===== src/rtl/dcache_write_buffer_pkg.sv =====
// Shared types for the D-cache write-back buffer: line/tag widths and controller states.
package dcache_write_buffer_pkg;

  typedef logic [127:0] lc3b_line;
  typedef logic [11:0]  lc3b_tag;

  typedef enum logic [1:0] {
    IDLE,
    RD_MEM,
    DRAIN,
    RESP
  } wb_state_t;

endpackage


===== src/rtl/dcache_write_buffer_storage.sv =====
// Circular line store with tag match: update on the edge after coalesce/alloc/pop; match is combinational.
// No internal backpressure; the controller must never alloc when full or pop when empty.
module dcache_write_buffer_storage
  import dcache_write_buffer_pkg::*;
#(
  parameter int DEPTH = 2
) (
  input  logic     clk,
  input  logic     rst_n,
  input  lc3b_tag  lookup_tag,
  input  logic     lock,
  input  logic     coalesce,
  input  logic     alloc,
  input  logic     pop,
  input  lc3b_line wdata,
  output logic     wr_hit,
  output logic     rd_hit,
  output lc3b_line rd_data,
  output lc3b_tag  head_tag,
  output lc3b_line head_data,
  output logic     full,
  output logic     empty
);

  localparam int PW = $clog2(DEPTH);

  lc3b_tag          tags  [DEPTH];
  lc3b_line         lines [DEPTH];
  logic [DEPTH-1:0] valid;
  logic [PW-1:0]    head, tail, idx, rd_idx, wr_idx;
  logic [PW:0]      count;

  // Scan oldest to youngest so the last match wins; a locked head never takes a coalesce.
  always_comb begin
    rd_hit = 1'b0;
    wr_hit = 1'b0;
    rd_idx = head;
    wr_idx = head;
    idx    = head;
    for (int i = 0; i < DEPTH; i++) begin
      idx = head + PW'(i);
      if (valid[idx] && tags[idx] == lookup_tag) begin
        rd_hit = 1'b1;
        rd_idx = idx;
        if (!(lock && idx == head)) begin
          wr_hit = 1'b1;
          wr_idx = idx;
        end
      end
    end
  end

  assign rd_data   = lines[rd_idx];
  assign head_tag  = tags[head];
  assign head_data = lines[head];
  assign full      = (count == (PW+1)'(DEPTH));
  assign empty     = (count == '0);

  always_ff @(posedge clk) begin
    if (coalesce) begin
      lines[wr_idx] <= wdata;
    end else if (alloc) begin
      tags[tail]  <= lookup_tag;
      lines[tail] <= wdata;
    end
  end

  always_ff @(posedge clk or negedge rst_n) begin
    if (!rst_n) begin
      head  <= '0;
      tail  <= '0;
      count <= '0;
      valid <= '0;
    end else begin
      if (alloc) begin
        valid[tail] <= 1'b1;
        tail        <= tail + 1'b1;
      end
      if (pop) begin
        valid[head] <= 1'b0;
        head        <= head + 1'b1;
      end
      count <= count + {{PW{1'b0}}, alloc} - {{PW{1'b0}}, pop};
    end
  end

endmodule


===== src/rtl/dcache_write_buffer.sv =====
// Write-back buffer between L1 D-cache and arbiter port B; writes/read hits ack one cycle after accept,
// read misses ack the cycle after pmem_resp; a write to a full buffer stalls until the head drains.
module dcache_write_buffer
  import dcache_write_buffer_pkg::*;
#(
  parameter int DEPTH = 2
) (
  input  logic         clk,
  input  logic         rst_n,
  input  logic         mem_read,
  input  logic         mem_write,
  input  logic [15:0]  mem_address,
  input  logic [127:0] mem_wdata,
  output logic [127:0] mem_rdata,
  output logic         mem_resp,
  output logic         pmem_read,
  output logic         pmem_write,
  output logic [15:0]  pmem_address,
  output logic [127:0] pmem_wdata,
  input  logic [127:0] pmem_rdata,
  input  logic         pmem_resp,
  output logic         wb_empty
);

  wb_state_t state, state_n;
  lc3b_tag   req_tag, head_tag;
  lc3b_line  rd_data, head_data;
  logic      wr_hit, rd_hit, full;
  logic      coalesce, alloc, pop, start_rd, start_drain, load_hit, rd_done;

  // Line offset is meaningless for whole-line transfers.
  logic unused_offset;
  assign unused_offset = ^mem_address[3:0];
  assign req_tag       = mem_address[15:4];

  dcache_write_buffer_storage #(.DEPTH(DEPTH)) u_storage (
    .clk        (clk),
    .rst_n      (rst_n),
    .lookup_tag (req_tag),
    .lock       (state == DRAIN),
    .coalesce   (coalesce),
    .alloc      (alloc),
    .pop        (pop),
    .wdata      (mem_wdata),
    .wr_hit     (wr_hit),
    .rd_hit     (rd_hit),
    .rd_data    (rd_data),
    .head_tag   (head_tag),
    .head_data  (head_data),
    .full       (full),
    .empty      (wb_empty)
  );

  always_ff @(posedge clk or negedge rst_n) begin
    if (!rst_n) state <= IDLE;
    else        state <= state_n;
  end

  always_comb begin
    state_n     = state;
    coalesce    = 1'b0;
    alloc       = 1'b0;
    pop         = 1'b0;
    start_rd    = 1'b0;
    start_drain = 1'b0;
    load_hit    = 1'b0;
    rd_done     = 1'b0;
    case (state)
      IDLE: begin
        if (mem_write) begin
          if (wr_hit) begin
            coalesce = 1'b1;
            state_n  = RESP;
          end else if (!full) begin
            alloc   = 1'b1;
            state_n = RESP;
          end else begin
            start_drain = 1'b1;
            state_n     = DRAIN;
          end
        end else if (mem_read) begin
          if (rd_hit) begin
            load_hit = 1'b1;
            state_n  = RESP;
          end else begin
            start_rd = 1'b1;
            state_n  = RD_MEM;
          end
        end else if (!wb_empty) begin
          start_drain = 1'b1;
          state_n     = DRAIN;
        end
      end
      RD_MEM: begin
        if (pmem_resp) begin
          rd_done = 1'b1;
          state_n = RESP;
        end
      end
      DRAIN: begin
        // A waiting write is only taken on the completing edge, using pre-pop occupancy.
        if (pmem_resp) begin
          pop     = 1'b1;
          state_n = IDLE;
          if (mem_write && wr_hit) begin
            coalesce = 1'b1;
            state_n  = RESP;
          end else if (mem_write && !full) begin
            alloc   = 1'b1;
            state_n = RESP;
          end
        end
      end
      RESP:    state_n = IDLE;
      default: state_n = IDLE;
    endcase
  end

  always_ff @(posedge clk or negedge rst_n) begin
    if (!rst_n) begin
      mem_resp     <= 1'b0;
      mem_rdata    <= '0;
      pmem_read    <= 1'b0;
      pmem_write   <= 1'b0;
      pmem_address <= '0;
      pmem_wdata   <= '0;
    end else begin
      mem_resp <= (state_n == RESP);
      if (start_rd) begin
        pmem_read    <= 1'b1;
        pmem_address <= {req_tag, 4'h0};
      end else if (start_drain) begin
        pmem_write   <= 1'b1;
        pmem_address <= {head_tag, 4'h0};
        pmem_wdata   <= head_data;
      end
      if (rd_done) begin
        pmem_read <= 1'b0;
        mem_rdata <= pmem_rdata;
      end
      if (load_hit) mem_rdata  <= rd_data;
      if (pop)      pmem_write <= 1'b0;
    end
  end

endmodule

===== config.mk =====
export PLATFORM = sky130hd
export DESIGN_NAME = dcache_write_buffer
export DESIGN_NICKNAME = d
export VERILOG_FILES = /design/src/rtl/dcache_write_buffer_pkg.sv /design/src/rtl/dcache_write_buffer_storage.sv /design/src/rtl/dcache_write_buffer.sv
export SDC_FILE = /design/constraint.sdc
export NUM_CORES = 1
export LEC_CHECK = 0
export CAP_MARGIN = 20
export CORE_MARGIN = 8
export CORE_UTILIZATION = 30
export DETAILED_ROUTE_END_ITERATION = 7
export SLEW_MARGIN = 5
export SYNTH_ARGS = -nofsm -noshare
export SYNTH_HDL_FRONTEND = slang
export SYNTH_SLANG_ARGS = --single-unit

===== constraint.sdc =====
create_clock -name clk -period 8.45 [get_ports clk]
set_input_delay 2.535 -clock clk [delete_from_list [all_inputs] [get_ports clk]]
set_output_delay 2.535 -clock clk [all_outputs]
set_load 0.02 [all_outputs]

=== Yosys cells after proc, flatten, opt, wreduce, memory -nomap -nowiden ===
Memory sizes are Yosys's and may differ from the RTL's. A register that Yosys moved wholly into a read port is not among the register bits.
Cells that the tools add are included.

* Add/subtract/negate cells: 4
* Multipliers: 0
* Divide/modulo/power cells: 0
* $lt $le $gt $ge: 5
* Equality and inequality tests: 9
* Shift-type cells: 0
* Muxes and demuxes: 76
* Bitwise logic cells: 4
* Reduce and logical (&&, ||, !) cells: 18

{| class="wikitable"
|+ Operator list
! cell !! count
|-
| 128-bit two-way mux || 3
|-
| 128-bit OR reduction || 1
|-
| 1-bit two-way mux || 56
|-
| 16-bit two-way mux || 2
|-
| 12-bit equality test || 2
|-
| 2-bit two-way mux || 10
|-
| 2-bit equality test (second input constant) || 4
|-
| 2-bit case mux with 4 select lines || 1
|-
| 2-bit nonzero test || 4
|-
| 1-bit logical AND || 7
|-
| 1-bit by 2-bit less-than comparator with 1-bit output (second input constant) || 3
|-
| 2-bit logical NOT || 2
|-
| 1-bit case mux with 2 select lines || 2
|-
| 2-bit AND reduction || 2
|-
| 1-bit adder (second input constant) || 2
|-
| 2-bit by 1-bit adder with 2-bit output || 1
|-
| 2-bit AND || 1
|-
| 1-bit demux with 1-bit select || 2
|-
| 2-bit by 1-bit equality test with 1-bit output (second input constant) || 1
|-
| 1-bit greater-or-equal comparator (second input constant) || 2
|-
| 1-bit logical NOT || 2
|-
| 2-bit by 1-bit inequality test with 1-bit output (second input constant) || 1
|-
| 2-bit inverter || 1
|-
| 2-bit bitwise OR || 1
|-
| other kinds (3) || 3
|}

* Flip-flop bits (word level): 155
* Bits in latches: 0
* Bits in writable memories: 280
* ROM bits: 0
* Input bits: 277
* Output and inout bits: 276
* Word-level logic and storage cells: 128
* Memories kept: 2

{| class="wikitable"
|+ Memories
! memory !! words !! width !! rd ports !! clocked after memory_dff !! wr ports !! RTL line !! source
|-
| u_storage.lines || 2 || 128 || 2 || 1 || 1 || dcache_write_buffer_storage.sv:28 || <nowiki>lc3b_line lines [DEPTH];</nowiki>
|-
| u_storage.tags || 2 || 12 || 2 || 0 || 1 || dcache_write_buffer_storage.sv:27 || <nowiki>lc3b_tag tags [DEPTH];</nowiki>
|}

=== Longest topological paths before layout ===
Gate-level depths: netlist of run 1.

* Depth in word-level cells: 15
* Mapped depth: 12

=== Hierarchy ===
From an unflattened synthesis of run 1, not the netlist that was laid out.

* Cell total of the unflattened synthesis: 1584
* Area total of the unflattened synthesis: 24198.2 um2

{| class="wikitable"
|+ By module, submodules not included
! module !! times used !! cells each !! area each (um2) !! sequential area each (um2)
|-
| dcache_write_buffer_storage || 1 || 666 || 12383.1 || 8558.2
|-
| dcache_write_buffer || 1 || 918 || 11815.1 || 6831.6
|}

=== Worst setup path after synthesis of run 1 ===
Ideal clock, no wire load.

* Kind: input to register
* From: in mem_address[11]
* To: mem u_storage.lines[0][0] (netlist name), enable pin
* Library setup time: 658 ps
* Data arrival time: 10276 ps
* Required time: 7792 ps
* Slack: -2484 ps
* Stages on the path: 9
* Path buffers: 2
* Cell sequence: xnor2_1 > nand3b_1 > a211oi_1 > nand4_2 > xor2_1 > buf_6 > buf_2 > nand2_1 > a21oi_1

* Word-level cells in the longest chain between the ends: 14
* Elaborated cells between the ends (all ways): 27
* Classes of those cells: eq/ne: 2; mux: 21; reduce/logical: 4

{| class="wikitable"
|+ RTL lines
! element !! RTL line !! source
|-
| from (decl) || dcache_write_buffer.sv:12 || <nowiki>input logic [15:0] mem_address,</nowiki>
|-
| 12-bit equality test || dcache_write_buffer_storage.sv:42 || <nowiki>if (valid[idx] && tags[idx] == lookup_tag) begin</nowiki>
|-
| 1-bit logical AND || dcache_write_buffer_storage.sv:42 ||
|-
| 1-bit two-way mux || dcache_write_buffer_storage.sv:42 ||
|-
| 1-bit two-way mux || dcache_write_buffer_storage.sv:45 || <nowiki>if (!(lock && idx == head)) begin</nowiki>
|-
| 1-bit two-way mux || dcache_write_buffer_storage.sv:42 ||
|-
| 1-bit logical AND || dcache_write_buffer.sv:105 || <nowiki>if (mem_write && wr_hit) begin</nowiki>
|-
| 1-bit two-way mux || dcache_write_buffer.sv:105 ||
|-
| 1-bit two-way mux || dcache_write_buffer.sv:102 || <nowiki>if (pmem_resp) begin</nowiki>
|-
| 1-bit case mux with 2 select lines || dcache_write_buffer.sv:68 || <nowiki>case (state)</nowiki>
|-
| 1-bit two-way mux || dcache_write_buffer_storage.sv:62 || <nowiki>end else if (alloc) begin</nowiki>
|-
| 1-bit two-way mux || dcache_write_buffer_storage.sv:60 || <nowiki>if (coalesce) begin</nowiki>
|-
| 1-bit two-way mux (implied by the code) || dcache_write_buffer_storage.sv:64 || <nowiki>lines[tail] <= wdata;</nowiki>
|-
| 128-bit OR reduction (no source line) || n/a ||
|-
| 1-bit two-way mux (no source line) || n/a ||
|-
| to (decl) || dcache_write_buffer_storage.sv:28 ||
|}

Several ways; a longest one is shown, not always the timed one.

=== Final worst setup path of run 1 ===
* From: in mem_address[11]
* To: mem u_storage.lines[1][44] (netlist name), enable pin

Same word-level chain as after synthesis.

==> impl_results.md, run 1 <==
- EDFF count, synth: 280
- Final Instance Count excl. Fillers: 3332
- Full die area: 0.0860 mm²
- Port buffer count: 544
- Top-area cell type share of the netlist area: 0.365
- Dpl hpwl: 49100 µm
- Largest net degree at the start of global routing: 135
- FILL cells: 7129
- Crit end category: register
- Tightest Pin Transition: 1.05 ns
- Initial antenna violation count: 15
- Cts repair resizes: 0
- Top_reg_cell synth: edfxtp_1
- CP Max Fanout: 60
- Max cap viols: 0
- First-pass GRT wire length: 111000 µm
- GPL Wtd Cong: 0.796
- Die W: 293 µm
- Ratio of cells with drive above 1 in the final layout: 0.0559
- Hold Vio Cnt, Final: 0
- Slowest Stage Delay on Critical Path: 0.69 ns
- Detailed-route DRC error count: 0
- VDD IR max: 0.000205 V
- Layout area overhead: 37.1%
- Final global-route overflow total: 0
- Vias in the first global route: 17100
- Drt total wl: 75400 µm
- WL per Instance: 22.6 µm
- Setup Crit Path Kind: input port to register
- Cell Chain, Critical Path: clkdlybuf4s50_1, xnor2_1, nand3b_1, a211oi_1, nand4_2, nand2_1, mux2_2, nor2_4, buf_4
- Pint: 7.50 mW
- Post-synthesis sequential area ratio: 0.667
- Switching share of power: 0.369
- Drt pass-1 iters: 5
- Placed cell count: 3203
- Clk slew on worst S/H paths: 0.06 ns
- CP required: 8.65 ns
- Clk buf depth: 3
- Worst EP arrival: 5.85 ns
- Clock Skew: 0.0267 ns
- Slowest cell on the critical path: buf_4
- RSZ-0062 raised after global routing: no
- Buf/Inv on CP: 2
- Max-slew headroom: 0.301
- Die height: 293 µm
- Worst skew pair latency: 0.59 ns
- Total Routing Usage GR: 0.168
- HP Class: register to register
- Ys async rst share: 0.499
- Top post-synthesis cells by area: edfxtp_1 36%, dfrtp_1 30%, mux2i_1 12%, a2bb2oi_1 4.9%, nand2_1 4.3%
- Combinational Power Share: 0.413
- Syn avg cell area: 13.3 µm²
- Max Fclk: 177 MHz
- Static Leak: 12.8 nW
- Register bit total from synthesis: 559
- Setup TNS: 0 ns
- Final Setup Violations: 0
- P_sw: 4.39 mW
- CTS tree: yes
- Seq pwr share: 0.356
- Clk network pwr share: 0.230
- Std-Cell Core Area: 0.0761 mm²
- Dominant cell by count in the synthesized netlist: edfxtp_1
- Syn Inst Count: 1728
- Outcome: finished, final reports clean
- Hold_buf cts: 0
- Crit-path leading delay family: buffers and inverters
- Final period utilization: 0.669
- Largest area contributor in the netlist: edfxtp_1
- Initial core utilization: 0.303
- CP Launch Type: input port
- Std cell rows: 101
- Synth Warn #: 0
- Synthesized area: 0.0231 mm²
- Num Clock Sinks: 559
- Vias post-DR: 16000
- Initial drt markers: 857
- Vias per cell: 4.81
- Cell area power density: 376 mW/mm²
- CTS Buf Count: 66
- Layout Nets: 2520
- Root buffer cell: clkbuf_16
- I/O pin count: 553
- R2R Setup Slk: 3.59 ns
- Max-slew violation count: 0
- Min Tclk post-route: 5.66 ns
- H-tree Lvls: 3
- Synth top cells by count: 280 x edfxtp_1, 279 x dfrtp_1, 278 x mux2i_1
- Setup repair bufs after CTS: 0
- Final ANT Viol Nets: 0
- Netlist cell types: 44
-- cells by family (layout without fill, tap and decap cells) --
group,after synthesis,count (layout),synth area share
adder cells (fa/ha/maj),2,2,0.00109
buffers and inverters,130,689,0.0283
XOR/XNOR,29,29,0.0110
flip-flops,559,559,0.667
other,1,16,0.000163
multiplexers,280,280,0.122
AND/OR/NAND/NOR,312,312,0.0543
AO/OA/AOI/OAI,415,415,0.116
-- worst paths after layout --
path / start / to / cells past startpoint
worst max-delay path: mem_address[11] / u_storage.lines[1][44] / 9
worst min-delay path: pmem_wdata[62] / pmem_wdata[62] / 2
max in group asynchronous: rst_n / pmem_wdata[68] / 2
worst min register to register: pmem_wdata[62] / pmem_wdata[62] / 2
min in group asynchronous: rst_n / pmem_wdata[9] / 1
worst max register to register: u_storage.head / u_storage.lines[1][44] / 9
-- flip-flops by register name, indices dropped and copies added (netlist names) --
signal and cells:
mem_resp 1, u_storage.count 2, u_storage.valid 2, pmem_address 12
u_storage.lines 256, state 2, pmem_write 1, mem_rdata 128
u_storage.head 1, pmem_read 1, u_storage.tags 24, pmem_wdata 128
u_storage.tail 1
-- routing by layer --
| metal | part of all wire | track usage |
|---|---|---|
| met1 | 0.40 | 0.200 |
| met2 | 0.51 | 0.293 |
| met3 | 0.063 | 0.0453 |
| met4 | 0.026 | 0.0591 |
| met5 | 0.00065 | 0 |
-- power by group through the flow --
stage	clock (mW)	sequential [mW]	combinational, mW
after floorplan	0	4.91	2.09
after global placement	0	4.24	4.94
after detailed placement	0	4.27	5.00
after CTS	2.83	4.24	5.01
after global routing	2.93	4.33	5.26
final	2.74	4.23	4.91
-- cells in the final DEF, fill, tap and decap left out, types with 4 or more instances in the layout --
master,n
conb_1,4
inv_1,6
diode_2,12
edfxtp_1,280
a221o_1,12
nor2_1,23
o21ai_0,122
clkbuf_8,6
nor3_1,5
nand2_1,265
a2bb2oi_1,129
dfrtp_1,278
o21ai_1,138
mux2i_1,278
clkbuf_16,67
clkdlybuf4s50_1,543
xnor2_1,28
clkinv_2,4
buf_12,9
buf_4,13
clkbuf_1,26
-- worst min-delay path: stages (launching register included) --
cell and delay [ns]:
dfrtp_1 0.34, nand2_1 0.04, o21ai_0 0.06
-- metrics by stage --
step	hold slack, ns	setup slack [ns]	utilization	total power [mW]	area (µm²)
after floorplan	0.482	0.394	-	7.00	23100
after global placement	0.465	2.21	0.388	9.18	29500
after detailed placement	0.471	2.20	0.388	9.27	29500
after CTS	0.484	2.83	0.415	12.1	31600
after global routing	0.506	2.66	0.415	12.5	31600
final	0.477	2.79	0.416	11.9	31600
-- layout make-up --
class	count	area, µm²	area share
antenna	12	30.0	0.000950
clock buffer	99	1860	0.0587
clock inverter	18	203	0.00641
inverter	6	22.5	0.000712
multi-input combinational	1042	7090	0.224
sequential	559	15400	0.487
tap	1030	1290	0.0408
timing repair buffer	566	5730	0.181
(Power assumes the default switching activity.)
==> run 2: changes to the inputs <==
==> constraint.sdc (replaced) <==
create_clock -name clk -period 5.2 [get_ports clk]
set_input_delay 1.56 -clock clk [delete_from_list [all_inputs] [get_ports clk]]
set_output_delay 1.56 -clock clk [all_outputs]
set_load 0.02 [all_outputs]
==> impl_results.md, run 2 (synthesis gave the netlist of run 1 again) <==
- WL per Instance: 22.4 µm (was 22.6 µm)
- VDD IR max: 0.000305 V (was 0.000205 V)
- Worst reg2reg path endpoint: mem_rdata[93] (was u_storage.lines[1][44])
- Final instance area: 0.0319 mm² (was 0.0316 mm²)
- WHS: 0.479 ns (was 0.477 ns)
- Slowest cell on the critical path: clkdlybuf4s50_1 (was buf_4)
- Final ANT Viol Nets: 0 (unchanged)
- Final global-route overflow total: 0 (unchanged)
- Min Tclk post-route: 4.13 ns
- Max cap viols: 0 (unchanged)
- Final period utilization: 0.794
- Clock Skew: 0.0235 ns (was 0.0267 ns)
- Commonest non-fill, non-tap cell in the layout: clkdlybuf4s50_1 (unchanged)
- Cell area power density: 603 mW/mm² (was 376 mW/mm²)
- Cts repair resizes: 0 (unchanged)
- Port buffer count: 544 (unchanged)
- CP Max Fanout: 56 (was 60)
- Dpl ws: 0.457 ns (was 2.20 ns)
- Num Clock Sinks: 559 (unchanged)
- Max-slew violation count: 0 (unchanged)
- M1 GR Usage: 0.196 (was 0.200)
- Worst skew pair latency: 0.63 ns (was 0.59 ns)
- Dpl hpwl: 51100 µm (was 49100 µm)
- CP required: 5.66 ns (was 8.65 ns)
- Regs by FF count: u_storage.lines x256, mem_rdata x128, pmem_wdata x128 (unchanged)
- CP Launch Type: input port (unchanged)
- Static Leak: 13.0 nW (was 12.8 nW)
- R2R cell count: 8 (was 9)
- HP Class: register to register (unchanged)
- Layout Nets: 2537 (was 2520)
- Die height: 293 µm (unchanged)
- CP Launch Point: mem_address[11] (unchanged)
- Hold Vio Cnt, Final: 0 (unchanged)
- Largest net degree at the start of global routing: 105 (was 135)
- Full die area: 0.0860 mm² (unchanged)
- Max Fclk: 242 MHz
- Vias post-DR: 16000 (about the same)
- Vias in the first global route: 17300 (was 17100)
- CTS tree: yes (unchanged)
- Placed cell areas: 0.0299 mm² (was 0.0295 mm²)
- First-pass GRT wire length: 112000 µm (was 111000 µm)
- Clk slew on worst S/H paths: 0.06 ns (about the same)
- Vias per cell: 4.77 (was 4.81)
- Initial antenna violation count: 22 (was 15)
- Initial drt markers: 638 (was 857)
- CP endpoint: mem_rdata[93] (was u_storage.lines[1][44])
- Crit end category: register (unchanged)
- Final Setup Violations: 0 (unchanged)
- H-tree Lvls: 2 (was 3)
- Layout area overhead: 38.3% (was 37.1%)
- CTS Buf Count: 61 (was 66)
- Setup repair bufs after CTS: 0 (unchanged)
- Drt pass-1 iters: 5 (unchanged)
- Std-Cell Core Area: 0.0761 mm² (unchanged)
- Drt total wl: 75200 µm (was 75400 µm)
- Outcome: finished, final reports clean (unchanged)
- Clk buf depth: 3 (unchanged)
- Final WS setup: 1.07 ns (was 2.79 ns)
- Detailed-route DRC error count: 0 (unchanged)
- Reg2reg start: u_storage.head (unchanged)
- RSZ-0062 raised after global routing: no (unchanged)
- Met2 usage: 0.291 (was 0.293)
- Met3 Track Usage GR: 0.0471 (was 0.0453)
- Most frequent cells in the layout: 543 x clkdlybuf4s50_1, 280 x edfxtp_1, 278 x mux2i_1, 278 x dfrtp_1, 264 x nand2_1 (was 543 x clkdlybuf4s50_1, 280 x edfxtp_1, 278 x mux2i_1, 278 x dfrtp_1, 265 x nand2_1)
- Die W: 293 µm (unchanged)
- R2R Setup Slk: 1.39 ns (was 3.59 ns)
- I/O pin count: 553 (unchanged)
- GPL Wtd Cong: 0.788 (was 0.796)
- Worst EP arrival: 4.59 ns (was 5.85 ns)
- Std cell rows: 101 (unchanged)
- Max-slew headroom: 0.285 (was 0.301)
- Number of flip-flops in the largest register: 256 (unchanged)
- Ratio of cells with drive above 1 in the final layout: 0.0654 (was 0.0559)
- Tightest Pin Transition: 1.07 ns (was 1.05 ns)
- Root buffer cell: clkbuf_16 (unchanged)
- Total Routing Usage GR: 0.169 (was 0.168)
- Top reg by flops: u_storage.lines (unchanged)
- Total chip power: 19.2 mW (was 11.9 mW)
- Cell Chain, Critical Path: clkdlybuf4s50_1, xnor2_4, nand3_2, a211oi_2, nand4_4, xor2_4, buf_12, mux2i_1, o21ai_0 (was clkdlybuf4s50_1, xnor2_1, nand3b_1, a211oi_1, nand4_2, nand2_1, mux2_2, nor2_4, buf_4)
- Initial core utilization: 0.303 (unchanged)
- Slowest Stage Delay on Critical Path: 0.69 ns (about the same)
- Hold_buf cts: 0 (unchanged)
- Setup Crit Path Kind: input port to register (unchanged)
- Global route hottest layer: met2 (unchanged)
[run 2: cell types whose count changed in the layout (fill, tap and decap cells not counted), sizes merged]
cell,before,now
bufinv,2,4
inv,10,6
clkinvlp,3,2
clkinv,9,16
clkbuf,99,92
diode,12,19
buf,23,45
[run 2: report_power, final]
part           internal, mW  total [mW]  switching [mW]
combinational          3.63        8.08            4.45
clock                  2.49        4.23            1.75
sequential             6.07        6.92           0.848
total                  12.2        19.2            7.05
[run 2: worst max-delay path, delay by kind of cell]
kind	cells	cell delay (ns)
buf+inv	2	1.04
simple gates	2	0.37
xor+xnor	2	0.54
mux	1	0.42
compound gates	2	0.46
[run 2: stage by stage]
stage	instances	utilization	TNS, ns
after floorplan	1731	-	-57.09
after global placement	3225	0.393	0
after detailed placement	3225	0.393	0
after CTS	3339	0.419	0
after global routing	3355	0.419	0
final	3358	0.419	0
[run 2: metal layers]
layer	routed length (µm)	share of wire	vias up
li1	-	-	7416
met1	29900	0.40	8003
met2	37700	0.50	451
met3	4770	0.063	147
met4	2780	0.037	6
met5	39	0.00052	-
[run 2: layout make-up]
type	count	area, µm²
antenna	19	47.5
tap	1030	1290
clock buffer	92	1730
sequential	559	15400
multi-input combinational	1042	7150
clock inverter	22	220
timing repair buffer	588	6040
fill	7070	44200
inverter	6	22.5
[run 2: worst min path at each step]
stage | start | endpoint | slack (ns) | depth (start not counted)
global route | pmem_wdata[87] | pmem_wdata[87] | 0.50 | 2
finish | pmem_wdata[25] | pmem_wdata[25] | 0.48 | 2
detailed placement | pmem_wdata[25] | pmem_wdata[25] | 0.47 | 2
global placement | pmem_wdata[30] | pmem_wdata[30] | 0.46 | 2
floorplan | u_storage.count[1] | u_storage.count[1] | 0.49 | 1
CTS | pmem_wdata[25] | pmem_wdata[25] | 0.48 | 2
